<file path="config.mk">
export PLATFORM = sky130hd
export DESIGN_NAME = lsu
export DESIGN_NICKNAME = d
export VERILOG_FILES = /design/src/rtl/lsu.sv
export SDC_FILE = /design/constraint.sdc
export NUM_CORES = 1
export LEC_CHECK = 0
export ABC_CLOCK_PERIOD_IN_PS = 3200
export CAP_MARGIN = 20
export CORE_MARGIN = 8
export CORE_UTILIZATION = 46
export DETAILED_ROUTE_END_ITERATION = 16
export PLACE_DENSITY = 0.87
export SYNTH_ARGS = -nofsm -noshare
export SYNTH_HDL_FRONTEND = slang
export SYNTH_SLANG_ARGS = --single-unit
</file>
<file path="constraint.sdc">
create_clock -name clk -period 3.2 [get_ports clk]
set_input_delay 0.32 -clock clk [delete_from_list [all_inputs] [get_ports clk]]
set_output_delay 0.32 -clock clk [all_outputs]
set_load 0.005 [all_outputs]
</file>
<file path="src/rtl/lsu.sv">
// Load/store unit: one access at a time over a req/gnt/rvalid data bus, with alignment checking.
// Latency: 3 cycles accept-to-rsp_valid with no stalls; misaligned/illegal accesses answer after 1 cycle.
// Backpressure: req_ready is low outside IDLE; bus outputs are held stable until mem_gnt.
module lsu #(
  parameter int WIDTH = 32
) (
  input  logic             clk,
  input  logic             rst_n,
  input  logic             req_valid,
  output logic             req_ready,
  input  logic             req_we,
  input  logic [1:0]       req_size,
  input  logic             req_unsigned,
  input  logic [WIDTH-1:0] req_addr,
  input  logic [WIDTH-1:0] req_wdata,
  output logic             mem_req,
  input  logic             mem_gnt,
  output logic             mem_we,
  output logic [WIDTH-1:0] mem_addr,
  output logic [3:0]       mem_be,
  output logic [WIDTH-1:0] mem_wdata,
  input  logic             mem_rvalid,
  input  logic [WIDTH-1:0] mem_rdata,
  output logic             rsp_valid,
  output logic [WIDTH-1:0] rsp_rdata,
  output logic             rsp_err
);

  typedef enum logic [1:0] {IDLE, REQ, WAIT_RSP} state_t;

  state_t           state, state_nxt;
  logic             accept;
  logic             misaligned;
  logic [3:0]       be_c;
  logic [WIDTH-1:0] wdata_c;
  logic [WIDTH-1:0] load_c;
  logic [7:0]       byte_c;
  logic [15:0]      half_c;
  logic [1:0]       off_q;
  logic [1:0]       size_q;
  logic             uns_q;

  assign req_ready = (state == IDLE);
  assign mem_req   = (state == REQ);
  assign accept    = req_valid && req_ready;

  always_comb begin
    misaligned = 1'b0;
    be_c       = 4'b1111;
    wdata_c    = req_wdata;
    case (req_size)
      2'b00: begin
        be_c    = 4'b0001 << req_addr[1:0];
        wdata_c = {4{req_wdata[7:0]}};
      end
      2'b01: begin
        misaligned = req_addr[0];
        be_c       = 4'b0011 << req_addr[1:0];
        wdata_c    = {2{req_wdata[15:0]}};
      end
      2'b10:   misaligned = |req_addr[1:0];
      default: misaligned = 1'b1;
    endcase
  end

  // Lane extraction uses the offset/size captured at accept, not the live request inputs.
  always_comb begin
    case (off_q)
      2'd0:    byte_c = mem_rdata[7:0];
      2'd1:    byte_c = mem_rdata[15:8];
      2'd2:    byte_c = mem_rdata[23:16];
      default: byte_c = mem_rdata[31:24];
    endcase
    half_c = off_q[1] ? mem_rdata[31:16] : mem_rdata[15:0];
    case (size_q)
      2'b00:   load_c = {{24{~uns_q & byte_c[7]}}, byte_c};
      2'b01:   load_c = {{16{~uns_q & half_c[15]}}, half_c};
      default: load_c = mem_rdata;
    endcase
  end

  always_ff @(posedge clk or negedge rst_n) begin
    if (!rst_n) state <= IDLE;
    else        state <= state_nxt;
  end

  always_comb begin
    state_nxt = state;
    case (state)
      IDLE:     if (accept && !misaligned) state_nxt = REQ;
      REQ:      if (mem_gnt) state_nxt = WAIT_RSP;
      WAIT_RSP: if (mem_rvalid) state_nxt = IDLE;
      default:  state_nxt = IDLE;
    endcase
  end

  always_ff @(posedge clk or negedge rst_n) begin
    if (!rst_n) begin
      mem_we    <= 1'b0;
      mem_addr  <= '0;
      mem_be    <= 4'b0000;
      mem_wdata <= '0;
      off_q     <= 2'b00;
      size_q    <= 2'b00;
      uns_q     <= 1'b0;
      rsp_valid <= 1'b0;
      rsp_err   <= 1'b0;
      rsp_rdata <= '0;
    end else begin
      // Response fields are a single-cycle pulse and clear back to zero by default.
      rsp_valid <= 1'b0;
      rsp_err   <= 1'b0;
      rsp_rdata <= '0;
      if (accept) begin
        if (misaligned) begin
          rsp_valid <= 1'b1;
          rsp_err   <= 1'b1;
        end else begin
          mem_we    <= req_we;
          mem_addr  <= {req_addr[WIDTH-1:2], 2'b00};
          mem_be    <= be_c;
          mem_wdata <= wdata_c;
          off_q     <= req_addr[1:0];
          size_q    <= req_size;
          uns_q     <= req_unsigned;
        end
      end
      if (state == WAIT_RSP && mem_rvalid) begin
        rsp_valid <= 1'b1;
        rsp_rdata <= mem_we ? '0 : load_c;
      end
    end
  end

endmodule

</file>
Word-level counts from Yosys, hierarchy flattened. Index checks and enable logic that the tools add are counted. W data, S select, Z words.

Input bits: 105. Logic and storage cells: 53. Bits in registers: 108.

Shifts and indexed selects: 2. Muxes and demuxes: 15. Reduce and logical (&&, ||, !) cells: 11. Eq/ne operators: 10. Bitwise gates (word level): 4.

Operator list (number): $pmux W32 S2 (2); $mux W32 (2); $pmux W8 S3 (1); $mux W16 (1); $eq A2 B1 Y1 const B (4); $logic_not A2 Y1 (4); $pmux W4 S2 (1); $eq A2 B2 Y1 const B (3); $mux W2 (3); $pmux W2 S3 (1); $ne A2 B1 Y1 const B (2); $shl A1 B2 Y4 const A (1); $shl A2 B2 Y4 const A (1); $logic_and A1 B1 Y1 (3); $mux W1 (3); $pmux W1 S3 (1); $reduce_and A3 Y1 (1); $and A1 B1 Y1 (2); $ne A2 B2 Y1 const B (1); $not A1 Y1 (2); $reduce_and A2 Y1 (1); $reduce_or A2 Y1 (1); $logic_not A1 Y1 (1).

Depth between registers and ports, before layout.
Depth in word-level cells: 6. Mapped depth: 7. Mapped depth without buffers: 4.

Worst setup path before layout. No wires, ideal clock.

Kind: reg-to-reg. Start: reg state[1]. End: reg mem_addr[22]. Path buffers: 3. Cell stages (with the launch flop): 7. Required time: 3.075 ns. Arrival time: 1.412 ns. Path slack: 1.663 ns. Clock period less this slack: 1.537 ns. Setup time: 0.125 ns. Cells stage by stage: dfrtp_1 buf_2 nor3b_4 o21ai_2 buf_6 buf_6 mux2_4.

Word-level cells in the longest chain between the ends: 3.

Ends and longest elaborated chain: start: declaration (RTL line 31) `state_t state, state_nxt;`; start signal: assignment (RTL line 84) `else state <= state_nxt;`; $logic_not A2 Y1 (RTL line 43) `assign req_ready = (state == IDLE);`; $logic_and A1 B1 Y1 (RTL line 45) `assign accept = req_valid && req_ready;`; $reduce_and A2 Y1 (no source line); end signal: assignment (RTL line 120) `mem_addr <= {req_addr[WIDTH-1:2], 2'b00};`; end: declaration (RTL line 19) `output logic [WIDTH-1:0] mem_addr,`.

No other way between the ends. A chain may end at the register's enable or synchronous reset.

Final worst setup path.
Start: reg size_q[1]. End: reg rsp_rdata[16].

Word-level cells in the longest chain between the ends: 4.

Ends and longest elaborated chain: start: declaration (RTL line 40) `logic [1:0] size_q;`; start signal: assignment (RTL line 124) `size_q <= req_size;`; $eq A2 B1 Y1 / $logic_not A2 Y1 (equally long branches) (RTL line 75) `case (size_q)`; $pmux W32 S2 * (RTL line 75); $mux W32 * (RTL line 130) `rsp_rdata <= mem_we ? '0 : load_c;`; $mux W32 * (RTL line 128) `if (state == WAIT_RSP && mem_rvalid) begin`; end signal: assignment (RTL line 130); end: declaration (RTL line 25) `output logic [WIDTH-1:0] rsp_rdata,`.

Mark *: on every way between the ends. The rest lies on a longest branch, timed or not.

==> results.ini <==
[worst_setup_path]
r2r_end=rsp_rdata[16]$_DFF_PN0_
crit_fanout=16
arrival_ns=2.37
regToRegStartpoint=size_q[1]$_DFFE_PN0P_
cp-start-kind=flip-flop
endpoint_kind=flip-flop
reg2regPathDepth=4
startpoint=size_q[1]$_DFFE_PN0P_
worstSetupPathType=flip-flop to flip-flop
r2r_slack_ns=1.05
cp-endpoint=rsp_rdata[16]$_DFF_PN0_
worstPathRequired_ns=3.42

[synthesis]
async_reset_ff_frac=1.00
synth_edf_count=0
yosys.area.top_type=dfrtp_1
ys_warn_count=0
synth_top_area_share=0.563
avgSynthCellArea_um2=11.3
synth_cells=425
synth_most_common_cell=dfrtp_1
syn_area_um2=4800
synthTopCellsByArea=dfrtp_1, nand2_1, mux2_2
yosysUniqueCellTypes=38
yosys-top-cells-count=dfrtp_1, nand2_1, o21ai_0, mux2_2, mux2i_1
yosysSeqAreaShare=0.563
ys_ff_latch=108
synth_flop_cell=dfrtp_1

[die]
dieWidth_um=118
ios=210
die_height_um=118
die-area_um2=14000
start_util=0.469
core.rowCount=37
core_um2=10200

[final_layout]
fillCellCount=752
design_area_um2=7160
area_growth_pct=49.1
antenna_cells=0
finalNetCount=725
drive_gt1_frac=0.120
regArea_um2=2700
multi_input_area_um2=1910

[sta]
finalSetupViolCount=0
hold_ws_ns=-0.00242
slew_headroom=0.487
post-route-period-util=0.673
hold_viol_final=1
rsz0062_at_grt=no
finClkSkew_ns=0.0158
setup_tns_ns=0
timing.fmax_mhz=464
worstMarginPinSlew_ns=0.769
maxSlewViolCount=0
period_needed_ns=2.15

[pwr]
p_leak_nw=3.22
p_per_area_nw_per_um2=664
intPower_w=0.00326
irDropWorstVdd_v=0.000385
p_seq_frac=0.424
switching_share=0.313
clkPwrFrac=0.179
power_frac_comb=0.397
switching_power_w=0.00149

[clock_tree]
htreeDepth=3
cts_hold_buffers=0
post_cts_resized=0
cts_tree=done
cts_root_buf=clkbuf_8
clk_pin_slew_ns=0.10
clock_latency_ns=0.37
cts_buffer_depth=2
post-cts-setup-buffers=0
numCtsBuffers=9
cts.sinks=108

[grt]
grt_overflow=0
gr-usage-all-layers=0.213
grt_pass1_wl_um=23700
antenna_found_initial=0
grt_pass1_vias=4367
grt_max_degree=96

[routing]
drtIter0Drc=251
drt.antenna.violating_nets=0
vias=4012
drc=0
dr.pass1.iters=8
vias_per_cell=5.27
routed_wl_um=15100
wl_per_cell_um=19.8

[outcome]
violations=negative hold slack
status=finished, violations left

[place]
postPlaceCellArea_um2=6960
dpl.hpwl_um=11500
io_buffers=207
gp_congestion=0.881

[hold_path]
min_path_type=input port to async pin

[job]
cap_violations=0

[sequential cells by signal, indices dropped and copies added (netlist names)]
name	count
state	2
size_q	2
rsp_err	1
mem_addr	30
mem_wdata	32
uns_q	1
rsp_valid	1
off_q	2
mem_be	4
mem_we	1
rsp_rdata	32
[final cells by class]
| type | instances | share of cell area |
|---|---|---|
| flip-flops and latches | 108 | 0.378 |
| multi-input cells | 278 | 0.267 |
| clock buffers | 10 | 0.0178 |
| well taps | 136 | 0.0238 |
| clock inverters | 6 | 0.00979 |
| inverters | 10 | 0.00524 |
| repair buffers | 213 | 0.299 |
[through the flow]
stage / cells / hold slack [ns] / setup slack [ns] / utilization / power [W]
6_report: 761 / -0.00242 / 1.05 / 0.700 / 0.00475
5_1_grt: 761 / 0.0334 / 0.843 / 0.700 / 0.00501
4_1_cts: 761 / 0.0154 / 1.09 / 0.700 / 0.00478
3_5_place_dp: 745 / 0.413 / 0.889 / 0.680 / 0.00393
3_3_place_gp: 745 / 0.404 / 0.948 / 0.680 / 0.00385
2_1_floorplan: 426 / 0.0244 / 1.66 / - / 0.00278
[metal layers]
layer | wire (µm) | global-route usage | vias up
met5 | 0 | 0 | -
met4 | 395 | 0.0801 | 0
met3 | 1740 | 0.102 | 32
met2 | 7090 | 0.346 | 226
met1 | 5850 | 0.239 | 1893
li1 | - | - | 1861
[worst max-delay path, cell delays in order, from the launching register on]
cell	delay, ns
dfrtp_1	0.61
inv_1	0.34
and3_1	0.30
o2111ai_2	0.63
nand2_1	0.12
[logic make-up after synthesis]
logic type | synth area share
simple gates | 0.103
flops | 0.563
compound gates | 0.115
mux | 0.175
buf+inv | 0.0414
xor+xnor | 0.00182
other cells | 0.000781
[cells in the final DEF, fill, tap and decap left out, types with 2 or more instances in the layout]
cell / Yosys / final
nand2_1: 86 / 86
o311ai_0: 2 / 2
o21ai_0: 38 / 38
a21oi_1: 10 / 10
dfrtp_1: 108 / 108
inv_6: 0 / 2
clkinv_4: 0 / 2
buf_12: 0 / 2
inv_1: 10 / 10
mux2i_1: 26 / 26
buf_4: 3 / 5
a211oi_1: 9 / 9
a221oi_1: 7 / 7
o22ai_1: 14 / 14
mux2_2: 26 / 26
nand2b_1: 4 / 4
conb_1: 1 / 2
clkdlybuf4s50_1: 0 / 206
clkbuf_8: 0 / 9
nor2_1: 16 / 16
mux2_4: 19 / 19
[power groups by stage]
stage	clock network (W)	logic [W]	registers, W
floorplan	0	0.000777	0.00200
global placement	0	0.00184	0.00201
detailed placement	0	0.00190	0.00203
CTS	0.000865	0.00191	0.00201
global route	0.000917	0.00203	0.00206
finish	0.000851	0.00188	0.00201
[how the worst min path moves through the flow]
stage          startpoint                  endpoint  slack [ns]  depth (start not counted)
6_report            rst_n    rsp_rdata[5]$_DFF_PN0_      -0.002                          1
3_3_place_gp        rst_n    rsp_rdata[5]$_DFF_PN0_        0.40                          1
5_1_grt             rst_n    rsp_rdata[5]$_DFF_PN0_        0.03                          1
2_1_floorplan       rst_n  mem_addr[10]$_DFFE_PN0P_        0.02                          0
4_1_cts             rst_n   rsp_rdata[26]$_DFF_PN0_        0.02                          1
3_5_place_dp        rst_n    rsp_rdata[5]$_DFF_PN0_        0.41                          1
Power figures use the tool's default switching activity.
